==> config.mk <==
export PLATFORM = sky130hd
export DESIGN_NAME = inst_prefetch
export DESIGN_NICKNAME = d
export VERILOG_FILES = /design/src/rtl/cpu_pkg.sv /design/src/rtl/inst_fifo.sv /design/src/rtl/inst_prefetch.sv
export SDC_FILE = /design/constraint.sdc
export NUM_CORES = 1
export LEC_CHECK = 0
export ABC_AREA = 1
export CAP_MARGIN = 20
export CORE_MARGIN = 4
export CORE_UTILIZATION = 23
export CTS_CLUSTER_SIZE = 8
export DETAILED_ROUTE_END_ITERATION = 12
export PLACE_DENSITY = 0.41
export SLEW_MARGIN = 20
export SYNTH_ARGS = -nofsm -noshare
export SYNTH_HDL_FRONTEND = slang
export SYNTH_HIERARCHICAL = 1
export SYNTH_SLANG_ARGS = --single-unit
export TNS_END_PERCENT = 20
==> constraint.sdc <==
create_clock -name clk -period 8.6 [get_ports clk]
set_clock_uncertainty 0.05 [all_clocks]
set_input_delay 2.58 -clock clk [delete_from_list [all_inputs] [get_ports clk]]
set_output_delay 2.58 -clock clk [all_outputs]
set_load 0.03 [all_outputs]
==> src/rtl/cpu_pkg.sv <==
// Shared CPU constants and helpers used by the fetch front end.
package cpu_pkg;

  localparam int unsigned PC_W   = 16;
  localparam int unsigned INST_W = 32;

  localparam logic [PC_W-1:0] DEFAULT_RESET_PC = 16'h0000;

  // Prefetch FSM: issuing byte reads, or waiting for a FIFO slot
  typedef enum logic {
    StRun   = 1'b0,
    StStall = 1'b1
  } pf_state_e;

  // Instructions are word aligned; drop the byte offset
  function automatic logic [PC_W-1:0] align_pc(input logic [PC_W-1:0] pc);
    return {pc[PC_W-1:2], 2'b00};
  endfunction

endpackage

==> src/rtl/inst_fifo.sv <==
// Instruction FIFO: power-of-two depth, synchronous flush, registered occupancy count.
module inst_fifo #(
  parameter int unsigned DEPTH = 4,
  parameter int unsigned WIDTH = 48
) (
  input  logic                     clk,
  input  logic                     rst,
  input  logic                     push,
  input  logic                     pop,
  input  logic                     flush,
  input  logic [WIDTH-1:0]         wdata,
  output logic [WIDTH-1:0]         rdata,
  output logic [$clog2(DEPTH):0]   count,
  output logic                     full,
  output logic                     empty
);

  localparam int unsigned AW = $clog2(DEPTH);

  logic [WIDTH-1:0] mem_q [DEPTH];
  logic [AW-1:0]    wr_ptr_q, rd_ptr_q;
  logic [AW:0]      count_q;
  logic             do_push, do_pop;

  // Occupancy flags and guarded push/pop
  always_comb begin
    full    = (count_q == (AW+1)'(DEPTH));
    empty   = (count_q == '0);
    do_push = push && !full;
    do_pop  = pop && !empty;
    count   = count_q;
    rdata   = mem_q[rd_ptr_q];
  end

  // Storage array; contents need no reset since reads are qualified by empty
  always_ff @(posedge clk) begin
    if (do_push) mem_q[wr_ptr_q] <= wdata;
  end

  // Pointers and count; flush discards everything, overriding push and pop
  always_ff @(posedge clk) begin
    if (rst || flush) begin
      wr_ptr_q <= '0;
      rd_ptr_q <= '0;
      count_q  <= '0;
    end else begin
      if (do_push) wr_ptr_q <= wr_ptr_q + 1'b1;
      if (do_pop)  rd_ptr_q <= rd_ptr_q + 1'b1;
      unique case ({do_push, do_pop})
        2'b10:   count_q <= count_q + 1'b1;
        2'b01:   count_q <= count_q - 1'b1;
        default: count_q <= count_q;
      endcase
    end
  end

endmodule

==> src/rtl/inst_prefetch.sv <==
// Instruction prefetcher: assembles big-endian 32-bit words from a byte-wide memory
// (one read per cycle, data one cycle later) and queues them with their PC.
// Optional feature macro INST_PREFETCH_ALIGN_ERR_EN adds the align_err output.
module inst_prefetch
  import cpu_pkg::*;
#(
  parameter int unsigned     DEPTH    = 4,
  parameter logic [PC_W-1:0] RESET_PC = DEFAULT_RESET_PC
) (
  input  logic              clk,
  input  logic              rst,
  input  logic              redirect,
  input  logic [PC_W-1:0]   redirect_pc,
  output logic [PC_W-1:0]   mem_addr,
  output logic              mem_rden,
  input  logic [7:0]        mem_rdata,
  output logic              inst_valid,
  input  logic              inst_ready,
  output logic [INST_W-1:0] inst,
  output logic [PC_W-1:0]   inst_pc
`ifdef INST_PREFETCH_ALIGN_ERR_EN
  ,
  output logic              align_err
`endif
);

  localparam int unsigned CW = $clog2(DEPTH) + 1;

  pf_state_e        state_q;
  logic [PC_W-1:0]  fetch_pc_q, rd_pc_q;
  logic [1:0]       byte_cnt_q, rd_idx_q;
  logic             rd_pend_q;
  logic [23:0]      asm_q;

  logic [CW-1:0]    fifo_count, free_slots, asm_words;
  logic             fifo_full, fifo_empty;
  logic [INST_W+PC_W-1:0] fifo_rdata;
  logic             ret_last, can_start, issue, push, pop;

  // Issue/push decisions; a new word starts only if a slot is left beyond words in flight
  always_comb begin
    ret_last   = rd_pend_q && (rd_idx_q == 2'd3);
    free_slots = CW'(DEPTH) - fifo_count;
    asm_words  = {{(CW-1){1'b0}}, ret_last};
    can_start  = free_slots > asm_words;
    issue      = !rst && !redirect && (state_q == StRun) && ((byte_cnt_q != 2'd0) || can_start);
    mem_rden   = issue;
    mem_addr   = fetch_pc_q + {14'b0, byte_cnt_q};
    push       = ret_last && !redirect && !fifo_full;
    pop        = inst_valid && inst_ready;
    inst_valid = !fifo_empty;
    inst       = fifo_empty ? '0 : fifo_rdata[INST_W+PC_W-1:PC_W];
    inst_pc    = fifo_empty ? '0 : fifo_rdata[PC_W-1:0];
  end

  // Fetch FSM, byte sequencing and word assembly; redirect overrides everything but reset
  always_ff @(posedge clk) begin
    if (rst) begin
      state_q    <= StRun;
      fetch_pc_q <= RESET_PC;
      byte_cnt_q <= 2'd0;
      rd_pend_q  <= 1'b0;
      rd_idx_q   <= 2'd0;
      rd_pc_q    <= '0;
      asm_q      <= '0;
    end else if (redirect) begin
      state_q    <= StRun;
      fetch_pc_q <= align_pc(redirect_pc);
      byte_cnt_q <= 2'd0;
      rd_pend_q  <= 1'b0;
    end else begin
      rd_pend_q <= issue;
      if (issue) begin
        rd_idx_q   <= byte_cnt_q;
        rd_pc_q    <= fetch_pc_q;
        byte_cnt_q <= byte_cnt_q + 2'd1;
        if (byte_cnt_q == 2'd3) begin
          fetch_pc_q <= fetch_pc_q + 16'd4;
          // Only the word just completed is in flight; stall if it takes the last slot
          if (!(free_slots > CW'(1))) state_q <= StStall;
        end
      end
      // Count is registered, so a pop this cycle only frees the slot next cycle
      if (state_q == StStall && can_start) state_q <= StRun;
      if (rd_pend_q) asm_q <= {asm_q[15:0], mem_rdata};
    end
  end

`ifdef INST_PREFETCH_ALIGN_ERR_EN
  // One-cycle flag for a redirect target that is not word aligned
  always_ff @(posedge clk) begin
    if (rst) align_err <= 1'b0;
    else     align_err <= redirect && (redirect_pc[1:0] != 2'b00);
  end
`else
  logic unused_redirect_low;
  assign unused_redirect_low = ^redirect_pc[1:0];
`endif

  inst_fifo #(
    .DEPTH (DEPTH),
    .WIDTH (INST_W + PC_W)
  ) u_inst_fifo (
    .clk   (clk),
    .rst   (rst),
    .push  (push),
    .pop   (pop),
    .flush (redirect),
    .wdata ({asm_q, mem_rdata, rd_pc_q}),
    .rdata (fifo_rdata),
    .count (fifo_count),
    .full  (fifo_full),
    .empty (fifo_empty)
  );

endmodule

* After elaboration in Yosys (flattened, before gate mapping)
Memory sizes are Yosys's and may differ from the RTL's. A register that Yosys moved wholly into a read port is not among the register bits.
Index checks and enable logic that the tools add are counted.
** Operators by class
- Add/sub/neg operators :: 8
- Magnitude comparators :: 2
- Equal/unequal tests :: 5
- Multiplexer cells :: 10
- Bitwise gates (word level) :: 3
- Reductions and logical operators :: 28
** Operators by type and width (count)
- two-way mux 16 bit :: 4
- two-way mux 32 bit :: 1
- adder 16 x 2 -> 16 bit :: 1
- adder 16 x 3 -> 16 bit, second input constant :: 1
- logical AND 1 bit :: 10
- AND reduction 2 bit :: 4
- nonzero test 2 bit :: 4
- adder 2 x 1 -> 2 bit, second input constant :: 3
- == test 2 bit, second input constant :: 3
- case mux 3 bit (2 select lines) :: 1
- zero test 1 bit :: 4
- two-way mux 2 bit :: 2
- adder 3 x 1 -> 3 bit, second input constant :: 1
- == test 3 bit, second input constant :: 1
- greater-than comparator 3 x 1 -> 1 bit :: 1
- greater-than comparator 3 x 1 -> 1 bit, second input constant :: 1
- zero test 3 bit :: 1
- NOT 1 bit :: 3
- AND reduction 3 bit :: 1
- OR reduction 3 bit :: 1
- subtractor 3 x 1 -> 3 bit, second input constant :: 1
- subtractor 3 bit, first input constant :: 1
- == test 2 x 1 -> 1 bit, second input constant :: 1
- logical OR 1 bit :: 2
- other kinds (2) :: 3
** Word-level totals
- Bits in registers :: 69
- Bits in writable memories :: 192
- Input port bits :: 28
- Output and inout bits :: 66
- Memories :: 1
** Memories
- u_inst_fifo.mem_q :: depth 4, width 48, read ports 1, clocked after memory_dff 1, write ports 1, RTL line inst_fifo.sv:20 : logic [WIDTH-1:0] mem_q [DEPTH];

* Depth between registers and ports, before layout
Gate-level depths: netlist of run 1.
- Word-level depth :: 7
- Mapped depth :: 17
- Depth with buffers taken out :: 15

* Hierarchy
The synthesis of run 1 kept the hierarchy.
** Modules (own cells, without submodules)
- inst_fifo :: instances 1, cells each 537, area each 7835.0 µm², sequential area each 5945.7 µm²
- inst_prefetch :: instances 1, cells each 472, area each 2995.4 µm², sequential area each 1161.1 µm²

* Least setup slack after synthesis of run 1
Ideal clock, no wire load.
- Path type :: input -> register
- From :: input redirect
- To :: memory u_inst_fifo.mem_q[0][0] (enable)
- Data arrival time :: 5.686 ns
- Data required time :: 8.096 ns
- Slack :: 2.410 ns
- Stages :: 6
- Buffers on the path :: 1
- Cell sequence :: nor2_1 > inv_2 > buf_2 > nor4_1 > nand2_2 > nor2_1
** Between the ends
- Cells in the longest elaborated chain, start to end :: 6
** Ends and longest elaborated chain
- start: declaration :: RTL line inst_prefetch.sv:12 : input logic redirect,
- zero test 1 bit :: RTL line inst_prefetch.sv:49 : push = ret_last && !redirect && !fifo_full;
- logical AND 1 bit (2 in a row) :: RTL line inst_prefetch.sv:49
- named net push :: RTL line inst_prefetch.sv:38 : logic ret_last, can_start, issue, push, pop;
- logical AND 1 bit :: RTL line inst_fifo.sv:29 : do_push = push && !full;
- two-way mux 1 bit :: RTL line inst_fifo.sv:37 : if (do_push) mem_q[wr_ptr_q] <= wdata;
- two-way mux 1 bit (not written as such) :: RTL line inst_fifo.sv:37
- end: declaration :: RTL line inst_fifo.sv:20
The timed path passes the listed nets, and every way through them passes these cells.

* Final worst setup path of run 1
- From :: input redirect
- To :: output mem_rden
** Between the ends
- Cells in the longest elaborated chain, start to end :: 4
** Ends and longest elaborated chain
- zero test 1 bit :: RTL line inst_prefetch.sv:46 : issue = !rst && !redirect && (state_q == StRun) && ((byte_cnt_q != 2'd0) || can_start);
- logical AND 1 bit (3 in a row) :: RTL line inst_prefetch.sv:46
- end: declaration :: RTL line inst_prefetch.sv:15 : output logic mem_rden,
No other way between the ends.

==> impl_results.md, run 1 <==
* Row Count at 79
* Critical path class: primary input to primary output
* Synth top area share at 53.2%
* PostCTS Resize Cnt at 0
* Final ANT Viol Nets at 0
* Combinational share of power at 2.8%
* Cell with the most instances after synthesis: nor2_1
* Clock share of power at 48.2%
* CTS root buffer: clkbuf_16
* Die area at 50600 sq um
* Total global-route track usage at 10.7%
* Internal Power at 0.00223 W
* Post-synth EDFFs at 192
* Max Transition Viols Final at 0
* Ys flop type: edfxtp_1
* Final Hold Vio Count at 0
* Gr ovfl total at 0
* Seq/Total Area, Yosys at 65.6%
* Die height at 225 um
* Antenna violations before repair at 0
* Ys Warns at 6
* Worst-Skew Late Latency at 0.50 ns
* Number of buffers created by CTS at 38
* Net Sw Frac at 20.7%
* CTS tree: done
* Clock transition at the registers of the reported paths at 0.05 ns
* Pleak at 4.82 nW
* Dpl hpwl at 15.9 mm
* Max-Cap Viols at 0
* IO Count at 94
* Mapped cell area at 10800 sq um
* Syn Inst Count at 1009
* Fin util at 28.8%
* CTS max path bufs at 3
* First-pass detailed-route iteration total at 6
* Setup Fix Bufs, Post-CTS at 0
* Fin nets at 1147
* Largest net degree at the start of global routing at 97
* Initial drt markers at 279
* Synthesized area per cell at 10.7 sq um
* Setup total negative slack at 0 ns
* Post-synth top cells: nor2_1, edfxtp_1, o21ai_0
* VDD IR max at 122 uV
* Synth cell types at 40
* Critical Path Start Type: primary input
* FILL cells at 4844
* GP Congestion at 0.737
* Top cells by area, synth: edfxtp_1, dfxtp_1, nor2_1
* Vias in the first global route at 7507
* WL final at 27.3 mm
* CTS sink cnt at 259
* Synth area leader: edfxtp_1
* Avg Vias per Cell at 4.17
* Die X at 225 um
* Fmax at 134 MHz
* CTS Hold Bufs at 0
* Crit share post-route at 86.8%
* Psw at 0.000582 W
* FF-to-FF path depth at 8
* # DRC at 0
* WL/cell at 15.7 um
* P per Cell Area at 210 nW/um^2
* CTS H-Tree Depth at 2
* Area grow syn2layout at 23.9%
* Slew margin rel. at 29.5%
* CP Max Fanout at 27
* CP arrival at 4.84 ns
* Final setup vio count at 0
* Outcome: finished clean
* Register bit count reported by yosys at 259
* Via count at 7266
* Initial Util at 23.3%
* First-pass GRT wire length at 43.1 mm
* Share of layout cells above drive strength 1 at 10.6%
* Ys async rst share at 0%
* Ant diodes at 0
* Port Buffers at 91
* Critical path data required time at 5.97 ns
* Fin crit period at 7.47 ns
* Unrepaired setup endpoints after global routing: false
* Sequential Power Share at 49.0%
* Slew @ Worst Pin at 1.06 ns
* WHS Path Cells at 2
* Worst min path class: register to register
* Nature of the critical path endpoint: primary output
* CORE AREA at 46600 sq um
[cell usage in the layout, fill, tap and decap left out, types with 3 or more instances in the layout]
master / Yosys / routed
nor2_1: 227 / 222
edfxtp_1: 192 / 192
o21ai_0: 136 / 136
inv_1: 92 / 91
clkdlybuf4s50_1: 0 / 91
nand2_1: 74 / 74
dfxtp_1: 67 / 65
clkbuf_16: 0 / 39
o22ai_1: 28 / 28
clkbuf_1: 19 / 27
a21oi_1: 26 / 26
nor2_2: 20 / 21
nand3_1: 20 / 20
o22ai_2: 20 / 20
o21ai_1: 13 / 13
ha_1: 11 / 11
buf_4: 1 / 11
conb_1: 1 / 8
inv_2: 6 / 7
nor2_4: 1 / 5
nand2_2: 3 / 3
a21oi_2: 3 / 3
[final cells by class]
class	count	area (sq um)	share of cell area [%]
clock inverter	2	16.3	0.121
tap	607	759	5.66
clock buffer	66	1080	8.03
multi-input combinational	606	3060	22.8
inverter	99	377	2.81
sequential	259	7110	53.0
timing repair buffer	103	1020	7.61
[per-layer routing]
| layer | part of all wire (%) | track usage [%] |
|---|---|---|
| met1 | 49 | 14.7 |
| met2 | 46 | 17.3 |
| met3 | 3.7 | 2.10 |
| met4 | 2.0 | 3.10 |
| met5 | 0 | 0 |
[critical path, cell delays in order]
cell and delay, ns:
clkdlybuf4s50_1 0.43, inv_2 0.22, nand2_2 0.12, nor2_4 0.14, nand2_2 0.18, inv_2 0.39, clkdlybuf4s50_1 0.76
[per-stage QoR]
| stage | hold slack, ns | total power, W | worst slack, ns | area [sq um] | cells |
|---|---|---|---|---|---|
| 2_1_floorplan | 0.394 | 0.00144 | 2.41 | 10900 | 1016 |
| 3_3_place_gp | 0.416 | 0.00148 | 1.10 | 12300 | 1673 |
| 3_5_place_dp | 0.411 | 0.00148 | 1.10 | 12300 | 1674 |
| 4_1_cts | 0.419 | 0.00286 | 1.09 | 13400 | 1742 |
| 5_1_grt | 0.444 | 0.00292 | 0.945 | 13400 | 1742 |
| 6_report | 0.417 | 0.00281 | 1.13 | 13400 | 1742 |
[power by group through the flow]
stage	clock network, W	logic [W]	registers, W
after floorplan	0	0.0000374	0.00140
after global placement	0	0.0000796	0.00140
after detailed placement	0	0.0000798	0.00140
after CTS	0.00140	0.0000803	0.00138
after global routing	0.00146	0.0000898	0.00138
final	0.00136	0.0000787	0.00138
[sequential cells by signal, summed over array words and instances, names as in the netlist, 3 cells and up, named ones only]
signal	cells
rd_pc_q	14
u_inst_fifo/mem_q	192
asm_q	24
u_inst_fifo/count	3
fetch_pc_q	14
[worst paths after layout]
| kind | start | slack [ns] | to |
|---|---|---|---|
| max | redirect | 1.13 | mem_rden |
| min | rd_idx_q[0] | 0.42 | rd_idx_q[0] |
| max reg2reg | rd_pend_q | 5.18 | u_inst_fifo/mem_q[2][21] |
| min reg2reg | rd_idx_q[0] | 0.42 | rd_idx_q[0] |
[cell families (layout without fill, tap and decap cells)]
kind of cell | count (synthesis) | after routing | share of synthesized area, %
buffers and inverters | 151 | 270 | 6.67
adders and majority gates | 12 | 12 | 1.46
AOI/OAI and AO/OA | 229 | 229 | 12.5
DFF | 259 | 259 | 65.6
other | 1 | 8 | 0.0346
and+or+nand+nor | 354 | 354 | 13.5
xor gates and xnor gates | 3 | 3 | 0.243
Note: power is estimated with default switching activity, not from simulation.
==> run 2: changes to the inputs <==
--- a/config.mk
+++ b/config.mk
@@ -9,6 +9,7 @@
 export CAP_MARGIN = 20
 export CORE_MARGIN = 4
 export CORE_UTILIZATION = 23
+export CTS_BUF_LIST = sky130_fd_sc_hd__clkbuf_8
 export CTS_CLUSTER_SIZE = 8
 export DETAILED_ROUTE_END_ITERATION = 12
 export PLACE_DENSITY = 0.41
==> run 2 against run 1 <==
Global-route usage hardly changed. Critical path depth stayed put. Highest routed layer unchanged. Utilization decreased by 0.54 points.
==> impl_results.md, run 2 (same netlist as run 1, synthesis figures left out) <==
* Outcome: finished clean
* # DRC at 0
* Die area at 50600 sq um
* PostCTS Resize Cnt at 0
* RR Startpoint: rd_pend_q
* Worst-Skew Late Latency at 0.55 ns
* Worst min path class: register to register
* CORE AREA at 46600 sq um
* Critical path class: primary input to primary output
* Critical Path Start Type: primary input
* VDD IR max at 93.0 uV
* IO Count at 94
* Final setup vio count at 0
* First-pass GRT wire length at 43.2 mm
* WL/cell at 15.6 um
* FF-to-FF path depth at 8
* CTS tree: done
* Initial drt markers at 312
* Vias in the first global route at 7678
* Area grow syn2layout at 21.6%
* Port Buffers at 91
* Critical path data required time at 5.97 ns
* CTS H-Tree Depth at 2
* CTS max path bufs at 3
* Unrepaired setup endpoints after global routing: false
* Avg Vias per Cell at 4.17
* Crit-path max cell delay at 0.76 ns
* Biggest registers after layout: u_inst_fifo/mem_q (192), asm_q (24)
* Clock transition at the registers of the reported paths at 0.06 ns
* Setup Fix Bufs, Post-CTS at 0
* Row Count at 79
* Crit-path cells: clkdlybuf4s50_1, inv_2, nand2_2, nor2_4, nand2_2, inv_2, clkdlybuf4s50_1
* Setup total negative slack at 0 ns
* Commonest non-fill, non-tap cell in the layout: nor2_1
* Slew @ Worst Pin at 1.06 ns
* End of the critical path: mem_rden
* Nature of the critical path endpoint: primary output
* Max-Cap Viols at 0
* Die height at 225 um
* Die X at 225 um
* Fin crit period at 7.48 ns
* Via count at 7341
* Critical Path Source: redirect
* Number of buffers created by CTS at 46
* WL final at 27.4 mm
* Pleak at 4.81 nW
* Antenna violations before repair at 0
* Slew margin rel. at 29.0%
* Max Transition Viols Final at 0
* Reg2Reg Capture Point: u_inst_fifo/mem_q[2][24]
* Cell area after layout at 13200 sq um
* CP max-delay cell: clkdlybuf4s50_1
* Dpl hpwl at 15.9 mm
* Flop-to-flop setup slack at 5.17 ns
* CTS root buffer: clkbuf_8
* GP Congestion at 0.737
* CTS sink cnt at 259
* CTS Hold Bufs at 0
* Final ANT Viol Nets at 0
* First-pass detailed-route iteration total at 4
* Crit share post-route at 87.0%
* Final Hold Vio Count at 0
* Most frequent cells in the layout: nor2_1, edfxtp_1, o21ai_0
* Largest register FFs at 192
* Fmax at 134 MHz
* Fin nets at 1155
* Share of layout cells above drive strength 1 at 11.5%
* CP arrival at 4.85 ns
* Largest Register: u_inst_fifo/mem_q
* P per Cell Area at 189 nW/um^2
* CP Max Fanout at 27
* Total global-route track usage at 10.7%
* Gr ovfl total at 0
* Initial Util at 23.3%
* Cell area after placement at 12300 sq um
* Ant diodes at 0
* Largest net degree at the start of global routing at 97
## run 2: changes by cell type in the layout (fill, tap and decap cells not counted)
cell	previous run	this run
clkinvlp_4	1	0
inv_8	0	1
inv_1	91	112
clkbuf_1	27	0
clkinv_1	0	11
clkbuf_8	0	51
clkbuf_16	39	0
## run 2: worst min-delay path by stage
stage                           start                        to  slack [ns]  depth (start not counted)
after floorplan           rd_idx_q[0]               rd_idx_q[0]        0.39                          2
after global placement    rd_idx_q[0]               rd_idx_q[0]        0.42                          2
after detailed placement  rd_idx_q[0]               rd_idx_q[0]        0.41                          2
after CTS                 rd_idx_q[0]               rd_idx_q[0]        0.42                          2
after global routing        asm_q[21]  u_inst_fifo/mem_q[0][45]        0.44                          0
final                     rd_idx_q[0]               rd_idx_q[0]        0.42                          2
## run 2: power by group
part | internal [W] | switching, W
clock network | 0.000544 | 0.000488
logic | 0.0000319 | 0.0000468
registers | 0.00135 | 0.0000211
## run 2: final cells by class
class,instances,area (sq um)
Clock buffer,51,702
Clock inverter,34,140
Fill cell,4884,33400
Inverter,99,377
Multi-Input combinational cell,606,3060
Sequential cell,259,7110
Tap cell,607,759
Timing Repair Buffer,103,1020
## run 2: layer usage
metal / track usage [%] / vias up / part of all wire (%)
met4: 2.83 / 0 / 1.9
met5: 0 / - / 0
li1: - / 3653 / -
met2: 17.6 / 148 / 46
met1: 14.6 / 3504 / 48
met3: 2.16 / 36 / 4.6
## run 2: through the flow
stage | instances | utilization [%] | hold slack (ns) | power [W] | setup slack, ns
CTS | 1759 | 28.3 | 0.421 | 0.00253 | 1.09
global route | 1759 | 28.3 | 0.442 | 0.00260 | 0.943
global placement | 1673 | 26.4 | 0.416 | 0.00148 | 1.10
detailed placement | 1674 | 26.5 | 0.411 | 0.00148 | 1.10
finish | 1759 | 28.3 | 0.417 | 0.00249 | 1.12
floorplan | 1016 | - | 0.394 | 0.00144 | 2.41
## run 2: critical path, delay by kind of cell
family                 cells  cell delay [ns]
AND/OR/NAND/NOR            3             0.45
buffers and inverters      4             1.82
==> run 3: changes to the inputs <==
--- a/config.mk
+++ b/config.mk
@@ -6,7 +6,7 @@
 export NUM_CORES = 1
 export LEC_CHECK = 0
 export ABC_AREA = 1
-export CAP_MARGIN = 20
+export CAP_MARGIN = 10
 export CORE_MARGIN = 4
 export CORE_UTILIZATION = 23
 export CTS_BUF_LIST = sky130_fd_sc_hd__clkbuf_8
==> run 3 against run 2 <==
Via count shrank 1.1%. Clock power grew 4%. Clock-buffer cell count is the same. Cell count is essentially flat. Utilization is essentially flat. Highest routed layer unchanged. Largest cell class unchanged. Register-to-register slack is essentially flat. Power grew 1.4%. Sequential share of layout area is essentially flat. Flip-flop and latch count is the same. Cell area is essentially flat. Global-route usage is essentially flat.
==> impl_results.md, run 3 (same netlist as run 1, synthesis figures left out) <==
* Outcome: finished clean
* Clock transition at the registers of the reported paths at 0.06 ns
* Number of buffers created by CTS at 46
* Slew @ Worst Pin at 1.05 ns
* IO Count at 94
* Largest net degree at the start of global routing at 97
* WHS Path Cells at 2
* CTS tree: done
* CTS root buffer: clkbuf_8
* CP arrival at 4.85 ns
* Pleak at 4.79 nW
* Initial Util at 23.3%
* Die X at 225 um
* Net Sw Frac at 22.3%
* Final setup vio count at 0
* WL/cell at 15.5 um
* Die height at 225 um
* Via count at 7257
* Vias in the first global route at 7653
* Row Count at 79
* Psw at 0.000562 W
* P per Cell Area at 191 nW/um^2
* Nature of the critical path endpoint: primary output
* WL final at 27.3 mm
* Total global-route track usage at 10.8%
* Ant diodes at 0
* Cell area after layout at 13200 sq um
* Biggest registers after layout: u_inst_fifo/mem_q (192), asm_q (24)
* Area grow syn2layout at 21.6%
* Internal Power at 0.00196 W
* CP Max Fanout at 27
* Final ANT Viol Nets at 0
* Final Hold Vio Count at 0
* First-pass detailed-route iteration total at 4
* Fin crit period at 7.48 ns
* Largest Register: u_inst_fifo/mem_q
* Sequential Power Share at 54.6%
* Critical path data required time at 5.97 ns
* Dpl hpwl at 15.7 mm
* Largest register FFs at 192
* Setup Fix Bufs, Post-CTS at 0
* Worst min path class: register to register
* Die area at 50600 sq um
* Max-Cap Viols at 0
* Share of layout cells above drive strength 1 at 11.7%
* First-pass GRT wire length at 43.4 mm
* Cell area after placement at 12300 sq um
* GP Congestion at 0.737
* Placed insts at 1673
* Slew margin rel. at 30.2%
* FF-to-FF path depth at 8
* Clock share of power at 42.3%
* Initial drt markers at 314
* Critical path class: primary input to primary output
* Commonest non-fill, non-tap cell in the layout: nor2_1
* Fin cells at 1758
* CORE AREA at 46600 sq um
* Flip-flop and latch area at 7110 sq um
* PostCTS Resize Cnt at 0
* Fmax at 134 MHz
* Avg Vias per Cell at 4.13
* CTS H-Tree Depth at 2
* Multi-input gate area at 3060 sq um
* Fin nets at 1154
* Final setup margin at 1.12 ns
* Unrepaired setup endpoints after global routing: false
* Dpl ws at 1.09 ns
* Port Buffers at 91
* # DRC at 0
* Crit share post-route at 87.0%
* CTS max path bufs at 3
* Max Transition Viols Final at 0
* Setup total negative slack at 0 ns
* Antenna violations before repair at 0
* FILL cells at 4866
* Most frequent cells in the layout: nor2_1, edfxtp_1, o21ai_0
* CTS sink cnt at 259
* Gr ovfl total at 0
* Combinational share of power at 3.1%
* CTS Hold Bufs at 0
* Critical Path Start Type: primary input
* VDD IR max at 85.2 uV
* Worst-Skew Late Latency at 0.53 ns
[run 3: cell count changes in the layout (fill, tap and decap cells not counted)]
cell	change
clkinvlp_4	+1
clkinv_1	+1
inv_6	-1
buf_16	-1
inv_8	-1
bufinv_16	+1
inv_2	-1
inv_1	-5
clkinv_2	+5
[run 3: through the flow]
step                util [%]  hold WS (ns)  power (W)
finish                  28.3         0.416    0.00252
global route            28.3         0.447    0.00264
CTS                     28.3         0.421    0.00257
detailed placement      26.4         0.412    0.00148
global placement        26.4         0.416    0.00148
floorplan                  -         0.394    0.00144
[run 3: worst paths after layout]
| path | startpoint | to | slack [ns] |
|---|---|---|---|
| worst max-delay path | redirect | mem_rden | 1.12 |
| worst min-delay path | rd_idx_q[0] | rd_idx_q[0] | 0.42 |
| worst max register to register | rd_pend_q | u_inst_fifo/mem_q[2][22] | 5.16 |
| worst min register to register | rd_idx_q[0] | rd_idx_q[0] | 0.42 |
[run 3: final cells by class]
cell class	instances	area share, %
inverters	99	2.87
multi-input cells	606	23.2
repair buffers	102	7.54
clock inverters	34	1.24
clock buffers	51	5.33
flip-flops and latches	259	54.0
well taps	607	5.77
[run 3: layer usage]
metal | track usage [%] | vias to the layer above | part of all wire, %
met2 | 17.6 | 127 | 46
met1 | 14.7 | 3449 | 49
met4 | 2.91 | 0 | 2.1
met5 | 0 | - | 0
li1 | - | 3635 | -
met3 | 2.15 | 46 | 3.6
[run 3: power by group through the flow]
stage | Sequential [W] | Combinational, W | Clock [W]
final | 0.00138 | 0.0000786 | 0.00107
after global placement | 0.00140 | 0.0000796 | 0
after detailed placement | 0.00140 | 0.0000798 | 0
after CTS | 0.00138 | 0.0000803 | 0.00111
after global routing | 0.00138 | 0.0000897 | 0.00117
after floorplan | 0.00140 | 0.0000374 | 0
[run 3: critical path, stage by stage]
cell             delay (ns)
clkdlybuf4s50_1        0.44
inv_2                  0.24
nand2_2                0.11
nor2_4                 0.13
nand2_2                0.18
inv_2                  0.39
clkdlybuf4s50_1        0.76
